`config.mk`:
```
export PLATFORM = sky130hd
export DESIGN_NAME = vga_mode_controller
export DESIGN_NICKNAME = d
export VERILOG_FILES = /design/src/rtl/vga_mode_pkg.sv /design/src/rtl/vga_vs_sync_edge.sv /design/src/rtl/vga_mode_controller.sv
export SDC_FILE = /design/constraint.sdc
export NUM_CORES = 1
export LEC_CHECK = 0
export CAP_MARGIN = 20
export CORE_ASPECT_RATIO = 0.9
export CORE_UTILIZATION = 40
export DETAILED_ROUTE_END_ITERATION = 6
export PLACE_DENSITY = 0.7
export SYNTH_ARGS = -nofsm -noshare
export SYNTH_HDL_FRONTEND = slang
export SYNTH_SLANG_ARGS = --single-unit
export TNS_END_PERCENT = 50
```
`constraint.sdc`:
```
create_clock -name pixel_clk -period 2.2 [get_ports pixel_clk]
set_input_delay 0.44 -clock pixel_clk [delete_from_list [all_inputs] [get_ports pixel_clk]]
set_output_delay 0.44 -clock pixel_clk [all_outputs]
set_load 0.02 [all_outputs]
```
`src/rtl/vga_mode_pkg.sv`:
```
// Shared definitions for the VGA mode controller: mode indices, the
// built-in timing table and the controller state encoding.
package vga_mode_pkg;

  localparam logic [1:0] MODE_640x480   = 2'd0;
  localparam logic [1:0] MODE_800x600   = 2'd1;
  localparam logic [1:0] MODE_1024x768  = 2'd2;
  localparam logic [1:0] MODE_1280x1024 = 2'd3;

  // Complete parameter set handed to the timing generator.
  typedef struct packed {
    logic [11:0] h_disp;
    logic [11:0] h_fporch;
    logic [11:0] h_sync;
    logic [11:0] h_bporch;
    logic [11:0] v_disp;
    logic [11:0] v_fporch;
    logic [11:0] v_sync;
    logic [11:0] v_bporch;
  } timing_t;

  localparam timing_t TIMING_640x480 = '{
    h_disp: 12'd640,  h_fporch: 12'd16, h_sync: 12'd96,  h_bporch: 12'd48,
    v_disp: 12'd480,  v_fporch: 12'd10, v_sync: 12'd2,   v_bporch: 12'd33
  };
  localparam timing_t TIMING_800x600 = '{
    h_disp: 12'd800,  h_fporch: 12'd40, h_sync: 12'd128, h_bporch: 12'd88,
    v_disp: 12'd600,  v_fporch: 12'd1,  v_sync: 12'd4,   v_bporch: 12'd23
  };
  localparam timing_t TIMING_1024x768 = '{
    h_disp: 12'd1024, h_fporch: 12'd24, h_sync: 12'd136, h_bporch: 12'd160,
    v_disp: 12'd768,  v_fporch: 12'd3,  v_sync: 12'd6,   v_bporch: 12'd29
  };
  localparam timing_t TIMING_1280x1024 = '{
    h_disp: 12'd1280, h_fporch: 12'd48, h_sync: 12'd112, h_bporch: 12'd248,
    v_disp: 12'd1024, v_fporch: 12'd1,  v_sync: 12'd3,   v_bporch: 12'd38
  };

  typedef enum logic [2:0] {
    ST_IDLE,
    ST_WAIT_VS,
    ST_APPLY,
    ST_SETTLE,
    ST_ACK
  } state_t;

endpackage

```
`src/rtl/vga_vs_sync_edge.sv`:
```
// Brings the generator's active-low vsync into the pixel clock domain and
// emits a one-cycle pulse on each synchronized falling edge.
module vga_vs_sync_edge (
  input  logic clk_i,
  input  logic rst_n_i,
  input  logic vs_i,
  output logic vs_fall_o
);

  logic meta_q;
  logic sync_q;
  logic hist_q;

  // Two-flop synchronizer plus history flop; reset high (vsync idle level)
  // so that releasing reset never fakes a falling edge.
  always_ff @(posedge clk_i or negedge rst_n_i) begin
    if (!rst_n_i) begin
      meta_q <= 1'b1;
      sync_q <= 1'b1;
      hist_q <= 1'b1;
    end else begin
      // NOTE: non-blocking assignments make the three flops shift as one
      // pipeline; blocking ones would collapse them into a single stage.
      meta_q <= vs_i;
      sync_q <= meta_q;
      hist_q <= sync_q;
    end
  end

  assign vs_fall_o = hist_q & ~sync_q;

endmodule

```
`src/rtl/vga_mode_controller.sv`:
```
// Sequences video-mode changes: swaps the full timing parameter set during
// vertical sync, blanks the display for a settle period, and reports
// completion over a four-phase req/ack handshake.
module vga_mode_controller
  import vga_mode_pkg::*;
#(
  parameter int RESET_MODE     = 0,
  parameter int SETTLE_FRAMES  = 2,
  parameter int TIMEOUT_CYCLES = 2000000
) (
  input  logic        pixel_clk,
  input  logic        reset_n,
  input  logic        mode_req,
  input  logic [1:0]  mode_sel,
  output logic        mode_ack,
  output logic        busy,
  output logic [1:0]  current_mode,
  input  logic        vga_vs,
  output logic [11:0] h_disp,
  output logic [11:0] h_fporch,
  output logic [11:0] h_sync,
  output logic [11:0] h_bporch,
  output logic [11:0] v_disp,
  output logic [11:0] v_fporch,
  output logic [11:0] v_sync,
  output logic [11:0] v_bporch,
  output logic        blank_force,
  output logic        timeout_flag
);

  function automatic timing_t mode_timing(input logic [1:0] mode);
    timing_t t;
    case (mode)
      MODE_640x480:  t = TIMING_640x480;
      MODE_800x600:  t = TIMING_800x600;
      MODE_1024x768: t = TIMING_1024x768;
      default:       t = TIMING_1280x1024;
    endcase
    return t;
  endfunction

  localparam logic [1:0]  RESET_IDX    = 2'(RESET_MODE);
  localparam timing_t     RESET_TIMING = mode_timing(RESET_IDX);
  localparam logic [3:0]  SETTLE_LAST  = 4'(SETTLE_FRAMES);
  localparam logic [23:0] TMO_LAST     = 24'(TIMEOUT_CYCLES - 1);

  state_t      state_q, state_d;
  logic [1:0]  pending_q, pending_d;
  logic [1:0]  mode_q, mode_d;
  timing_t     timing_q, timing_d;
  logic [3:0]  frame_q, frame_d;
  logic [23:0] tmo_q, tmo_d;
  logic        tflag_q, tflag_d;
  logic        boot_q, boot_d;   // settle after reset ends in IDLE, not ACK
  logic        tmo_hit;
  logic        vs_fall;

  vga_vs_sync_edge u_vs_sync (
    .clk_i     (pixel_clk),
    .rst_n_i   (reset_n),
    .vs_i      (vga_vs),
    .vs_fall_o (vs_fall)
  );

  // State and datapath registers; reset reloads the power-on mode and starts
  // a settle period so the generator sees a clean, blanked start.
  always_ff @(posedge pixel_clk or negedge reset_n) begin
    if (!reset_n) begin
      state_q   <= ST_SETTLE;
      pending_q <= RESET_IDX;
      mode_q    <= RESET_IDX;
      timing_q  <= RESET_TIMING;
      frame_q   <= '0;
      tmo_q     <= '0;
      tflag_q   <= 1'b0;
      boot_q    <= 1'b1;
    end else begin
      state_q   <= state_d;
      pending_q <= pending_d;
      mode_q    <= mode_d;
      timing_q  <= timing_d;
      frame_q   <= frame_d;
      tmo_q     <= tmo_d;
      tflag_q   <= tflag_d;
      boot_q    <= boot_d;
    end
  end

  // Next-state logic: handshake acceptance, vsync/timeout waits, atomic
  // table load in APPLY and frame counting in SETTLE.
  always_comb begin
    // NOTE: every variable gets its hold value first so no path through the
    // case below can leave one unassigned and infer a latch.
    state_d   = state_q;
    pending_d = pending_q;
    mode_d    = mode_q;
    timing_d  = timing_q;
    frame_d   = frame_q;
    tmo_d     = tmo_q;
    tflag_d   = tflag_q;
    boot_d    = boot_q;
    tmo_hit   = (tmo_q == TMO_LAST);

    case (state_q)
      ST_IDLE: begin
        if (mode_req && !mode_ack) begin
          pending_d = mode_sel;
          tflag_d   = 1'b0;
          state_d   = (mode_sel == mode_q) ? ST_ACK : ST_WAIT_VS;
        end
      end

      ST_WAIT_VS: begin
        if (vs_fall || tmo_hit) begin
          tmo_d   = '0;
          state_d = ST_APPLY;
          if (!vs_fall) tflag_d = 1'b1;
        end else begin
          tmo_d = tmo_q + 24'd1;
        end
      end

      // A vsync edge landing here is deliberately ignored.
      ST_APPLY: begin
        timing_d = mode_timing(pending_q);
        mode_d   = pending_q;
        frame_d  = '0;
        tmo_d    = '0;
        state_d  = ST_SETTLE;
      end

      ST_SETTLE: begin
        if (vs_fall || tmo_hit) begin
          tmo_d   = '0;
          frame_d = frame_q + 4'd1;
          if (!vs_fall) tflag_d = 1'b1;
          if (frame_q + 4'd1 == SETTLE_LAST) begin
            state_d = boot_q ? ST_IDLE : ST_ACK;
            boot_d  = 1'b0;
          end
        end else begin
          tmo_d = tmo_q + 24'd1;
        end
      end

      ST_ACK: begin
        if (!mode_req) state_d = ST_IDLE;
      end

      default: state_d = ST_IDLE;
    endcase
  end

  assign mode_ack     = (state_q == ST_ACK);
  assign busy         = (state_q != ST_IDLE);
  assign blank_force  = (state_q == ST_SETTLE);
  assign current_mode = mode_q;
  assign timeout_flag = tflag_q;

  assign h_disp   = timing_q.h_disp;
  assign h_fporch = timing_q.h_fporch;
  assign h_sync   = timing_q.h_sync;
  assign h_bporch = timing_q.h_bporch;
  assign v_disp   = timing_q.v_disp;
  assign v_fporch = timing_q.v_fporch;
  assign v_sync   = timing_q.v_sync;
  assign v_bporch = timing_q.v_bporch;

endmodule

```
==> results of run 1 <==
==> report_power, final <==
part / total [uW] / internal, uW / switching (uW)
sequential: 1530 / 1290 / 238
combinational: 2370 / 1020 / 1350
clock: 577 / 231 / 347
total: 4480 / 2550 / 1930
==> area by class of cell <==
cell class / count / area [sq um] / share of cell area
multi-input cells: 285 / 1603 / 0.4201
clock inverters: 3 / 25.02 / 0.006560
repair buffers: 57 / 561.8 / 0.1473
well taps: 115 / 143.9 / 0.03772
flip-flops and latches: 54 / 1368 / 0.3585
inverters: 12 / 45.04 / 0.01181
clock buffers: 5 / 68.82 / 0.01804
==> metal layers <==
| metal | global-route usage | routed length [um] | vias up |
|---|---|---|---|
| met3 | 0.02245 | 246 | 2 |
| met1 | 0.2165 | 3287 | 1237 |
| met4 | 0.06401 | 58 | 0 |
| met5 | 0 | 0 | - |
| met2 | 0.2392 | 3024 | 79 |
| li1 | - | - | 1264 |
==> synth_stat cells, drive strengths merged (5+ instances only) <==
cell type	instances
a21oi	12
buf	89
dfstp	13
o21ai	31
and3	8
nand3	15
inv	12
nand4	5
nor3	8
a31oi	6
ha	10
nand2	47
mux2	5
clkbuf	6
a22o	5
dfrtp	41
nor2	19
==> logic make-up (layout without fill, tap and decap cells) <==
kind of cell	Yosys count	in the layout	share of synthesized area
AO/OA/AOI/OAI	76	76	0.1364
buffers and inverters	107	77	0.2093
adder cells (fa/ha/maj)	10	10	0.03589
flip-flops	54	54	0.3923
multiplexers	8	8	0.02477
AND/OR/NAND/NOR	131	131	0.1953
other	1	58	0.001076
XOR/XNOR	2	2	0.005026
==> flip-flops by register name, summed over array words and instances, names as in the netlist <==
register,flops
u_vs_sync.sync_q,1
u_vs_sync.meta_q,1
tmo_q,24
frame_q,4
boot_q,1
current_mode,2
timeout_flag,1
v_fporch,1
h_disp,1
h_fporch,2
v_bporch,1
pending_q,2
h_sync,3
v_disp,4
h_bporch,2
u_vs_sync.hist_q,1
state_q,3
==> metrics by stage <==
step | hold slack, ns | util
4_1_cts | 0.04765 | 0.4612
5_1_grt | 0.04168 | 0.4618
3_5_place_dp | 0.3542 | 0.4499
3_3_place_gp | 0.3539 | 0.4499
2_1_floorplan | 0.1444 | -
6_report | 0.04187 | 0.4618
==> how the worst max path moves through the flow <==
stage | cells past startpoint | to | slack, ns
final | 4 | blank_force | 0.12
after global routing | 4 | blank_force | 0.03
after CTS | 3 | busy | 0.01
after detailed placement | 4 | blank_force | 0.19
after global placement | 4 | blank_force | 0.21
after floorplan | 6 | tmo_q[23]$_DFFE_PN0P_ | 0.35
==> what timing repair did <==
| item | CTS | global route |
|---|---|---|
| resized for setup | 1 | 2 |
| endpoints found under the hold margin | 0 | 0 |
| setup endpoints to repair | 1 | 2 |
==> results_dict.tcl, run 1 <==
set metrics [dict create \
    status "completed" \
    slowest_stage "dfstp_2" \
    cts_tree "built" \
    dr.pass1.iters 4 \
    drive_gt1_frac 0.1082 \
    core_sq_um 8262 \
    async_flop_share 1.000 \
    timing.rr.end "tmo_q[23]$_DFFE_PN0P_" \
    place_area_sq_um 3717 \
    cap_viol_max_count 0 \
    drtAntennaViolNets 0 \
    fillers 804 \
    stdcell_count 531 \
    initial_core_util 0.4219 \
    cp.required_ns 1.76 \
    cp-end-kind "primary output" \
    dp_cells 523 \
    r2r_slack_ns 0.19 \
    chipWidth_um 100.4 \
    tns_ns 0 \
    synthTopCellsByArea "dfrtp_1 29%, buf_4 18%, dfstp_2 9.8%, nand2_1 5.1%, o21ai_0 3.7%" \
    dp_slack_ns 0.1910 \
    cts_hold_buffers 0 \
    power_uw 4484 \
    portBuffers 49 \
    die-area_sq_um 9092 \
    cts_setup_buffers 0 \
    yosysUniqueCellTypes 54 \
    grt_max_degree 39 \
    rsz0062_at_grt "no" \
    clockRootBuffer "clkbuf_8" \
    hold_viol_final 0 \
    synthFlopType "dfrtp_1" \
    rr_startpoint "tmo_q[0]$_DFFE_PN0P_" \
    cp-startpoint "state_q[0]$_DFFE_PN1P_" \
    fin_skew_ns 0.01303 \
    grt_pass1_wl_um 11310 \
    p_leak_uw 0.001693 \
    overflow 0 \
    critPathTopFamily "flip-flops" \
    antenna_cells 0 \
    vias_per_cell 4.863 \
    synth-seq-cells 54 \
    min_path_type "in -> async" \
    arrival_ns 1.64 \
    htreeDepth 2 \
    antenna_found_initial 0 \
    maxSlewHeadroom 0.5941 \
    fin_nets 431 \
    period_share 0.9443 \
    die_h_um 90.56 \
    reg2reg_depth 6 \
    cpPeakStageDelay_ns 0.59 \
    setup_ws_ns 0.1225 \
    clkTransAtPathRegs_ns 0.11 \
    vdd_ir_drop_max_v 0.0005380 \
    synthesis.area_sq_um 3486 \
    powerDensity_nw_per_um2 1175 \
    wire_per_inst_um 12.46 \
    dpl.hpwl_um 4854 \
    cts_buffers 5 \
    max_freq_mhz 481.3 \
    io_pins 108 \
    drt_iter0_markers 114 \
    numClockSinks 54 \
    ys_seq_area_frac 0.3923 \
    finalSetupViolCount 0 \
    synth-edff-count 0 \
    min_period_ns 2.078 \
    grt_pass1_vias 2355 \
    clk-insertion-delay-late_ns 0.32 \
    final_common_cell "conb_1" \
    gr-usage-all-layers 0.1550 \
    syn_area_per_cell_sq_um 8.961 \
    design_area_sq_um 3815 \
    drv_slew 0 \
    yosys_warnings 0 \
    synthCells 389 \
    num_vias 2582 \
    critPathMaxFanout 7 \
    netlist.area_leader.share 0.2943 \
    critPathKind "reg -> out" \
    cp_cell_sequence "and2b_1 -> nand2_1 -> inv_1 -> dlygate4sd2_1" \
    setup.worst_path.start_class "register" \
    remaining_drc_errors 0 \
    drt-total-wl_um 6616 \
    tightest_slew_ns 0.6074 \
    num_rows 31 \
    synthToLayoutAreaGrowth_pct 9.440 \
    synth_area_leader_cell "dfrtp_1" \
    routabilityCongestion 0.8591 \
    worst-path-buf-inv 2 \
    final_cell_mix "58 x conb_1, 47 x nand2_1, 45 x clkdlybuf4s50_1, 41 x dfrtp_1, 26 x o21ai_0" \
    clock_path_buffers 2 \
]
Note: power is estimated with default switching activity, not from simulation.
==> inputs of run 2 (changes only) <==
Settings changed: ABC_AREA from default to 0, GPL_TIMING_DRIVEN from default to 0.
==> run 2 against run 1 <==
Compared with the run above: non-clock buffer count increased by 87; worst hold slack improved by 0.066 ns; critical path depth unchanged; final cell count increased by 16%; critical path type unchanged; largest cell class unchanged; largest power group unchanged; highest routed layer unchanged.
==> results_dict.tcl, run 2 (synthesis gave the netlist of run 1 again) <==
set metrics [dict create \
    status "completed" \
    grt_most_used_layer "met2" \
    max_freq_mhz 482.6 \
    final_common_cell "buf_4" \
    io_pins 108 \
    grt_pass1_wl_um 12850 \
    critPathKind "reg -> out" \
    cts_buffers 5 \
    r2r_slack_ns 0.22 \
    dr.pass1.iters 4 \
    drv_slew 0 \
    rr_startpoint "tmo_q[0]$_DFFE_PN0P_" \
    drt-total-wl_um 7474 \
    min_path_type "in -> async" \
    die-area_sq_um 9092 \
    gr-usage-all-layers 0.1731 \
    cp-end-kind "primary output" \
    min_period_ns 2.072 \
    cpPeakStageDelay_ns 0.61 \
    setup.worst_path.start_class "register" \
    powerDensity_nw_per_um2 1116 \
    grt_util_met2 0.2814 \
    chipWidth_um 100.4 \
    place_area_sq_um 4349 \
    cts_tree "built" \
    initial_core_util 0.4219 \
    holdWs_ns 0.1077 \
    cp_cell_sequence "and2b_1 -> nand2_1 -> inv_1 -> clkbuf_2" \
    numClockSinks 54 \
    vias_per_cell 4.665 \
    p_leak_uw 0.002140 \
    drive_gt1_frac 0.2584 \
    maxSlewHeadroom 0.6393 \
    routabilityCongestion 0.8240 \
    core_sq_um 8262 \
    clock_path_buffers 2 \
    antenna_cells 0 \
    num_rows 31 \
    hold_viol_final 0 \
    gr-usage-met1 0.2402 \
    drt_iter0_markers 111 \
    clk-insertion-delay-late_ns 0.30 \
    clockRootBuffer "clkbuf_8" \
    grt_pass1_vias 2692 \
    wire_per_inst_um 12.09 \
    timing.rr.end "tmo_q[23]$_DFFE_PN0P_" \
    slowest_stage "dfstp_2" \
    design_area_sq_um 4459 \
    grt_max_degree 33 \
    grt_util_met3 0.02245 \
    largest_register_ffs 24 \
    reg2reg_depth 6 \
    rsz0062_at_grt "no" \
    finalSetupViolCount 0 \
    tightest_slew_ns 0.5411 \
    fin_nets 518 \
    portBuffers 49 \
    critPathMaxFanout 7 \
    synthToLayoutAreaGrowth_pct 27.93 \
    regMostFlops "tmo_q" \
    htreeDepth 2 \
    final_cell_mix "84 x buf_4, 58 x conb_1, 47 x nand2_1, 45 x clkdlybuf4s50_1, 41 x dfrtp_1" \
    die_h_um 90.56 \
    stdcell_count 618 \
    fin_skew_ns 0.005605 \
    remaining_drc_errors 0 \
    final_util 0.5398 \
    cp.required_ns 1.76 \
    vdd_ir_drop_max_v 0.0005333 \
    period_share 0.9418 \
    arrival_ns 1.63 \
    antenna_found_initial 0 \
    overflow 0 \
    dpl.hpwl_um 5754 \
    tns_ns 0 \
    num_vias 2883 \
    cts_hold_buffers 0 \
    cap_viol_max_count 0 \
    clkTransAtPathRegs_ns 0.10 \
    drtAntennaViolNets 0 \
    dp_cells 611 \
]
-- run 2: cell type report --
cell class	instances	area (sq um)
clock inverters	2	37.54
clock buffers	6	72.57
repair buffers	50	501.7
fillers	798	3802
plain buffers	94	681.9
well taps	115	143.9
multi-input cells	285	1609
flip-flops and latches	54	1368
inverters	12	45.04
-- run 2: power by group --
group / internal [uW] / switching (uW)
clock: 340 / 328
sequential: 1300 / 255
combinational: 1290 / 1460
total: 2930 / 2050
-- run 2: timing repair --
action,in CTS,in global routing
endpoints found under the setup margin,3,16
cloned,0,0
gates resized for setup,3,5
pin swaps,0,0
buffers inserted,0,0
-- run 2: critical path: cells and delay by family, from the launching register on --
family | cells | cell delay (ns)
simple gates | 2 | 0.37
flops | 1 | 0.61
buf+inv | 2 | 0.35
-- run 2: worst max path at each step --
stage	startpoint	slack [ns]	depth (start not counted)	endpoint
final	state_q[0]$_DFFE_PN1P_	0.13	4	blank_force
after global routing	tmo_q[0]$_DFFE_PN0P_	0.02	7	tmo_q[14]$_DFFE_PN0P_
after CTS	state_q[0]$_DFFE_PN1P_	0.001	4	blank_force
after detailed placement	state_q[1]$_DFFE_PN1P_	0.05	4	blank_force
after global placement	reset_n	-0.97	1	frame_q[1]$_DFFE_PN0P_
after floorplan	tmo_q[0]$_DFFE_PN0P_	0.35	6	tmo_q[23]$_DFFE_PN0P_
-- run 2: per-stage QoR --
step                total power (uW)  setup WS (ns)
global placement                4252        -0.9711
global route                    5319        0.02176
floorplan                       3272         0.3528
detailed placement              4350        0.05439
finish                          4975         0.1280
CTS                             5009       0.001477
-- run 2: per-layer routing --
layer / up-vias / wire length, um
li1: 1440 / -
met1: 1339 / 3456
met2: 94 / 3592
met3: 10 / 327
met4: 0 / 97
met5: - / 0
==> inputs of run 3 (changes only) <==
Settings changed: CTS_CLUSTER_SIZE from default to 30, GPL_TIMING_DRIVEN 0 to default.
==> results of run 3 <==
Same layout as run 1: the final DEF is identical, and so are final timing and power.
